## src/rtl/vsimd_pkg.sv

```systemverilog
// ---------------------------------------------------------------------------
// vsimd_pkg
// Shared types and constants for the SIMD FIR vector datapath.
//
// Contents:
//   LANES, LANE_W, ADDR_W  - vector geometry and memory address width
//   lane_idx_t             - lane index, $clog2(LANES) bits
//   packed_vec_t           - packed vector, lane i = bits [i*LANE_W +: LANE_W]
//                            (same layout as the ALU result packer output)
//   lane_mask_t            - one enable bit per lane
//   vstore_state_t         - store serializer states (IDLE, WRITE, DONE)
//   next_active_lane()     - lowest enabled lane at or above a start index
// ---------------------------------------------------------------------------
package vsimd_pkg;

  localparam int LANES      = 16;
  localparam int LANE_W     = 32;
  localparam int ADDR_W     = 32;
  localparam int LANE_IDX_W = $clog2(LANES);

  typedef logic [LANE_IDX_W-1:0]   lane_idx_t;
  typedef logic [LANES*LANE_W-1:0] packed_vec_t;
  typedef logic [LANES-1:0]        lane_mask_t;

  typedef enum logic [1:0] {
    IDLE,
    WRITE,
    DONE
  } vstore_state_t;

  typedef struct packed {
    logic      found;
    lane_idx_t idx;
  } lane_pick_t;

  // Scans from the top down so the lowest enabled lane >= start wins.
  // A start index of LANES finds nothing, which is how the last lane is detected.
  function automatic lane_pick_t next_active_lane(input lane_mask_t mask, input int start);
    lane_pick_t pick;
    pick.found = 1'b0;
    pick.idx   = '0;
    for (int i = LANES - 1; i >= 0; i--) begin
      if ((i >= start) && mask[i]) begin
        pick.found = 1'b1;
        pick.idx   = lane_idx_t'(i);
      end
    end
    return pick;
  endfunction

endpackage

```

## src/rtl/vec_lane_mux.sv

```systemverilog
// ---------------------------------------------------------------------------
// vec_lane_mux
// Combinational selection of one lane from a packed vector.
//
// Ports:
//   vec   in   packed_vec_t   packed vector
//   sel   in   lane_idx_t     lane index to select
//   lane  out  LANE_W bits    selected lane
// ---------------------------------------------------------------------------
module vec_lane_mux
  import vsimd_pkg::*;
(
  input  packed_vec_t       vec,
  input  lane_idx_t         sel,
  output logic [LANE_W-1:0] lane
);

  // Two-dimensional view keeps the select a plain array index.
  logic [LANES-1:0][LANE_W-1:0] lanes;

  assign lanes = vec;
  assign lane  = lanes[sel];

endmodule

```

## src/rtl/vec_store_serializer.sv

```systemverilog
// ---------------------------------------------------------------------------
// vec_store_serializer
// Streams a packed vector to the 32-bit data-memory write port as one word
// write per lane, starting at a byte base address, then pulses done.
//
// Parameters:
//   ADDR_STEP  byte increment between consecutive lanes (default 4)
//
// Ports:
//   clk        in   system clock, rising edge
//   rst        in   synchronous active-high reset
//   in_valid   in   packed vector and base address valid
//   in_ready   out  block can accept a new store (IDLE)
//   in_data    in   packed vector, lane i = bits [i*LANE_W +: LANE_W]
//   in_base    in   byte address of lane 0
//   in_mask    in   lane enables (only with VSTORE_LANE_MASK_EN)
//   mem_we     out  write strobe
//   mem_addr   out  write address (registered)
//   mem_wdata  out  write data (registered)
//   mem_ready  in   memory accepts the current write this cycle
//   busy       out  store in progress (WRITE or DONE)
//   done       out  one-cycle pulse after the last lane is accepted
//
// Optional feature: define VSTORE_LANE_MASK_EN to add in_mask; disabled lanes
// get no write cycle and an all-zero mask goes straight to DONE.
// ---------------------------------------------------------------------------
module vec_store_serializer
  import vsimd_pkg::*;
#(
  parameter int unsigned ADDR_STEP = 4
) (
  input  logic              clk,
  input  logic              rst,
  input  logic              in_valid,
  output logic              in_ready,
  input  packed_vec_t       in_data,
  input  logic [ADDR_W-1:0] in_base,
`ifdef VSTORE_LANE_MASK_EN
  input  lane_mask_t        in_mask,
`endif
  output logic              mem_we,
  output logic [ADDR_W-1:0] mem_addr,
  output logic [LANE_W-1:0] mem_wdata,
  input  logic              mem_ready,
  output logic              busy,
  output logic              done
);

  vstore_state_t     state, state_next;
  lane_idx_t         lane_q, lane_next;
  packed_vec_t       data_q;
  logic [ADDR_W-1:0] base_q;
  lane_mask_t        mask_q;
  lane_mask_t        accept_mask;
  logic              load_word;
  lane_pick_t        pick;

  packed_vec_t       sel_vec;
  logic [ADDR_W-1:0] sel_base;
  logic [ADDR_W-1:0] lane_offset;
  logic [LANE_W-1:0] lane_word;

`ifdef VSTORE_LANE_MASK_EN
  assign accept_mask = in_mask;

  // Mask is captured together with the vector and never re-sampled.
  always_ff @(posedge clk) begin
    if (rst) begin
      mask_q <= '0;
    end else if ((state == IDLE) && in_valid) begin
      mask_q <= in_mask;
    end
  end
`else
  assign accept_mask = '1;
  assign mask_q      = '1;
`endif

  // State register plus the held store context and registered memory outputs.
  always_ff @(posedge clk) begin
    if (rst) begin
      state     <= IDLE;
      lane_q    <= '0;
      data_q    <= '0;
      base_q    <= '0;
      mem_addr  <= '0;
      mem_wdata <= '0;
    end else begin
      state  <= state_next;
      lane_q <= lane_next;
      if ((state == IDLE) && in_valid) begin
        data_q <= in_data;
        base_q <= in_base;
      end
      if (load_word) begin
        mem_addr  <= sel_base + lane_offset;
        mem_wdata <= lane_word;
      end
    end
  end

  // Next state and next lane. load_word marks edges where a new word is
  // presented; otherwise address and data hold (including while stalled).
  always_comb begin
    state_next = state;
    lane_next  = lane_q;
    load_word  = 1'b0;
    pick       = '0;
    case (state)
      IDLE: begin
        if (in_valid) begin
          pick = next_active_lane(accept_mask, 0);
          if (pick.found) begin
            state_next = WRITE;
            lane_next  = pick.idx;
            load_word  = 1'b1;
          end else begin
            state_next = DONE;
          end
        end
      end
      WRITE: begin
        if (mem_ready) begin
          pick = next_active_lane(mask_q, int'(lane_q) + 1);
          if (pick.found) begin
            lane_next = pick.idx;
            load_word = 1'b1;
          end else begin
            state_next = DONE;
          end
        end
      end
      DONE: begin
        state_next = IDLE;
      end
      default: begin
        state_next = IDLE;
      end
    endcase
  end

  // On acceptance the first word comes straight from the inputs, since the
  // held registers are only being loaded at that same edge.
  assign sel_vec     = (state == IDLE) ? in_data : data_q;
  assign sel_base    = (state == IDLE) ? in_base : base_q;
  assign lane_offset = ADDR_W'(ADDR_W'(lane_next) * ADDR_W'(ADDR_STEP));

  vec_lane_mux u_lane_mux (
    .vec  (sel_vec),
    .sel  (lane_next),
    .lane (lane_word)
  );

  // Status outputs decode directly from the registered state.
  always_comb begin
    in_ready = (state == IDLE);
    mem_we   = (state == WRITE);
    busy     = (state == WRITE) || (state == DONE);
    done     = (state == DONE);
  end

endmodule

```

## config.mk

```make
export PLATFORM = sky130hd
export DESIGN_NAME = vec_store_serializer
export DESIGN_NICKNAME = d
export VERILOG_FILES = /design/src/rtl/vsimd_pkg.sv /design/src/rtl/vec_lane_mux.sv /design/src/rtl/vec_store_serializer.sv
export SDC_FILE = /design/constraint.sdc
export NUM_CORES = 2
export LEC_CHECK = 0
export CORE_MARGIN = 3
export CORE_UTILIZATION = 35
export DETAILED_ROUTE_END_ITERATION = 6
export SLEW_MARGIN = 25
export SYNTH_ARGS = -nofsm -noshare
export SYNTH_HDL_FRONTEND = slang
export SYNTH_SLANG_ARGS = --single-unit
```

## constraint.sdc

```tcl
create_clock -name clk -period 7.85 [get_ports clk]
set_input_delay 1.9625 -clock clk [delete_from_list [all_inputs] [get_ports clk]]
set_output_delay 1.9625 -clock clk [all_outputs]
set_load 0.01 [all_outputs]
```

==> flow_summary.json <==
{
  "outcome": "finished, final reports clean",
  "r2r_start": "state[0]",
  "syn_avg_cell_area_sq_um": 8.54,
  "drcViolationCount": 0,
  "tightest_slew_ps": 1300,
  "clock_latency_ps": 620,
  "hpwl_mm": 89.9,
  "nNetsFinal": 4524,
  "clock_tree.root_cell": "clkbuf_16",
  "yosys_warnings": 0,
  "post_cts_resized": 0,
  "synth_nets": 4122,
  "synth_edf_count": 0,
  "max_cap_viol_count": 0,
  "first_pass_iters": 5,
  "rows": 107,
  "dpl_cell_area_sq_um": 37200,
  "fin_util_pct": 46.6,
  "cts_tree": "yes",
  "crit_type": "in2reg",
  "p_total_mw": 11.2,
  "crit_path_start_kind": "primary input",
  "dr.first_iter.drc_count": 2579,
  "wl_mm": 126,
  "clk_pin_slew_ps": 60,
  "synth_area_sq_um": 30400,
  "cts_buffer_depth": 3,
  "synthCells": 3563,
  "start_util_pct": 35.5,
  "vias": 27904,
  "ys_top_cells_by_count": "1,307 x nand2_1, 627 x a21oi_1, 614 x dfxtp_1",
  "viasPerCell": 5.37,
  "max-slew-margin-rel_pct": 13.2,
  "seq_area_frac_synth_pct": 40.4,
  "crit_path_cell_trace": "clkdlybuf4s50_1, nand2_8, a22oi_1, a31o_4, inv_4, ha_1, a21o_1, a21oi_1, buf_4, nor3_1, a2111oi_0, nand3b_1",
  "fin_crit_sh_pct": 73.9,
  "htreeDepth": 3,
  "postCtsSetupRepairBufs": 0,
  "ios": 616,
  "crit_slowest_cell": "clkdlybuf4s50_1",
  "cts_buffers": 75,
  "grt_pass1_wl_mm": 179,
  "yosysMostFrequentCell": "nand2_1",
  "synthToLayoutAreaGrowth_pct": 31.1,
  "crit_required_ps": 8340,
  "final_cell_area_sq_um": 39900,
  "cp.arrival_ps": 6300,
  "io_buffers": 615,
  "routabilityCongestion": 0.880,
  "antenna_found_initial": 39,
  "layout-drive-gt1-share_pct": 11.0,
  "power.leakage_nw": 14.5,
  "grt_max_degree": 211,
  "async_reset_ff_share_pct": 0,
  "hold_buffers": 0,
  "die-height_um": 301,
  "hp-start": "mem_addr[25]",
  "rsz0062_at_grt": "no",
  "synthFlopType": "dfxtp_1",
  "clkSinkCount": 614,
  "yosys.area.top_type_share_pct": 40.4,
  "ys_ff_latch": 614,
  "yosysTopAreaCell": "dfxtp_1",
  "avgRoutedWirePerCell_um": 24.2,
  "skew_ps": 22.8,
  "die_x_um": 301,
  "fillCellCount": 8168,
  "dieArea_sq_um": 90500,
  "grt_pass1_vias": 26455,
  "drv_slew": 0,
  "powerDensity_nw_per_um2": 281,
  "endpoint_kind": "flop",
  "track_usage_pct": 26.7,
  "ir_drop_v": 0.000236,
  "startpoint": "in_valid",
  "overflow": 0,
  "setup-tns-final_ps": 0,
  "fmax_ghz": 0.172,
  "min_path_type": "reg2reg",
  "cp_slowest_stage_delay_ps": 660,
  "yosys-top-cells-area": "dfxtp_1 40%, mux4_2 19%, nand2_1 16%",
  "yosysUniqueCellTypes": 62,
  "crit_fanout": 97,
  "core_sq_um": 85700,
  "setup-violations-final": 0,
  "finalHoldViolations": 0,
  "min_period_ps": 5800,
  "antenna_left": 0
}
-- flip-flops by register name, summed over array words and instances (netlist names) --
name,cells
data_q,512
base_q,32
mem_addr,32
mem_wdata,32
lane_q,4
state,2
-- metrics by stage --
stage                     setup WS (ps)  hold WS (ps)  instances
after CTS                          2100           445       5163
after global routing               1790           467       5192
after detailed placement           1450           437       5030
final                              2050           444       5201
after global placement             1530           438       5029
after floorplan                    2630           433       3563
-- cells in the final DEF (no fill, tap or decap), drive strengths merged, types with 32 or more instances in the layout --
cell type / n
a21oi: 628
o311a: 32
clkbuf: 105
nand2: 1308
nand3: 55
nor2: 51
mux4: 256
dfxtp: 614
nor4: 98
diode: 36
buf: 33
clkdlybuf4s50: 614
-- per-layer routing --
| metal | vias up | part of all wire [%] | GRT usage (%) |
|---|---|---|---|
| li1 | 13291 | - | - |
| met1 | 13515 | 39 | 32.0 |
| met2 | 911 | 49 | 44.1 |
| met3 | 175 | 7.9 | 7.89 |
| met4 | 12 | 4.3 | 12.0 |
| met5 | - | 0.070 | 0 |
-- layout make-up --
class	count	area (sq um)	share of cell area (%)
inverters	13	61.3	0.154
well taps	1144	1430	3.59
diodes	36	90.1	0.226
flip-flops and latches	614	12300	30.8
multi-input cells	2614	16900	42.3
clock inverters	28	374	0.937
clock buffers	105	2190	5.49
repair buffers	647	6580	16.5
-- path summary, 6_finish.rpt --
kind	to	slack [ps]	cells past startpoint
hold / removal	mem_addr[25]	440	2
setup / recovery	mem_addr[15]	2050	12
setup reg to reg	mem_addr[15]	2690	13
hold reg to reg	mem_addr[25]	440	2
-- report_power, final --
group | total, mW | switching [mW] | internal (mW)
combinational | 3.73 | 2.09 | 1.63
clock | 3.64 | 1.45 | 2.19
sequential | 3.83 | 0.237 | 3.59
total | 11.2 | 3.78 | 7.41
-- kinds of logic (layout without fill, tap and decap cells) --
logic type	count (synthesis)	after routing	synth area share, %
adder cells (fa/ha/maj)	11	11	0.477
flip-flops	614	614	40.4
AO/OA/AOI/OAI	719	719	12.9
other	0	36	0
XOR/XNOR	14	14	0.403
AND/OR/NAND/NOR	1582	1582	21.3
multiplexers	288	288	20.0
buffers and inverters	335	793	4.50
-- worst max-delay path: cells and delay by family --
family / cells / cell delay, ps
AO/OA/AOI/OAI: 5 / 1360
AND/OR/NAND/NOR: 3 / 1240
buffers and inverters: 3 / 1190
adder cells (fa/ha/maj): 1 / 440
No activity file was read; power rests on OpenSTA's default activity.
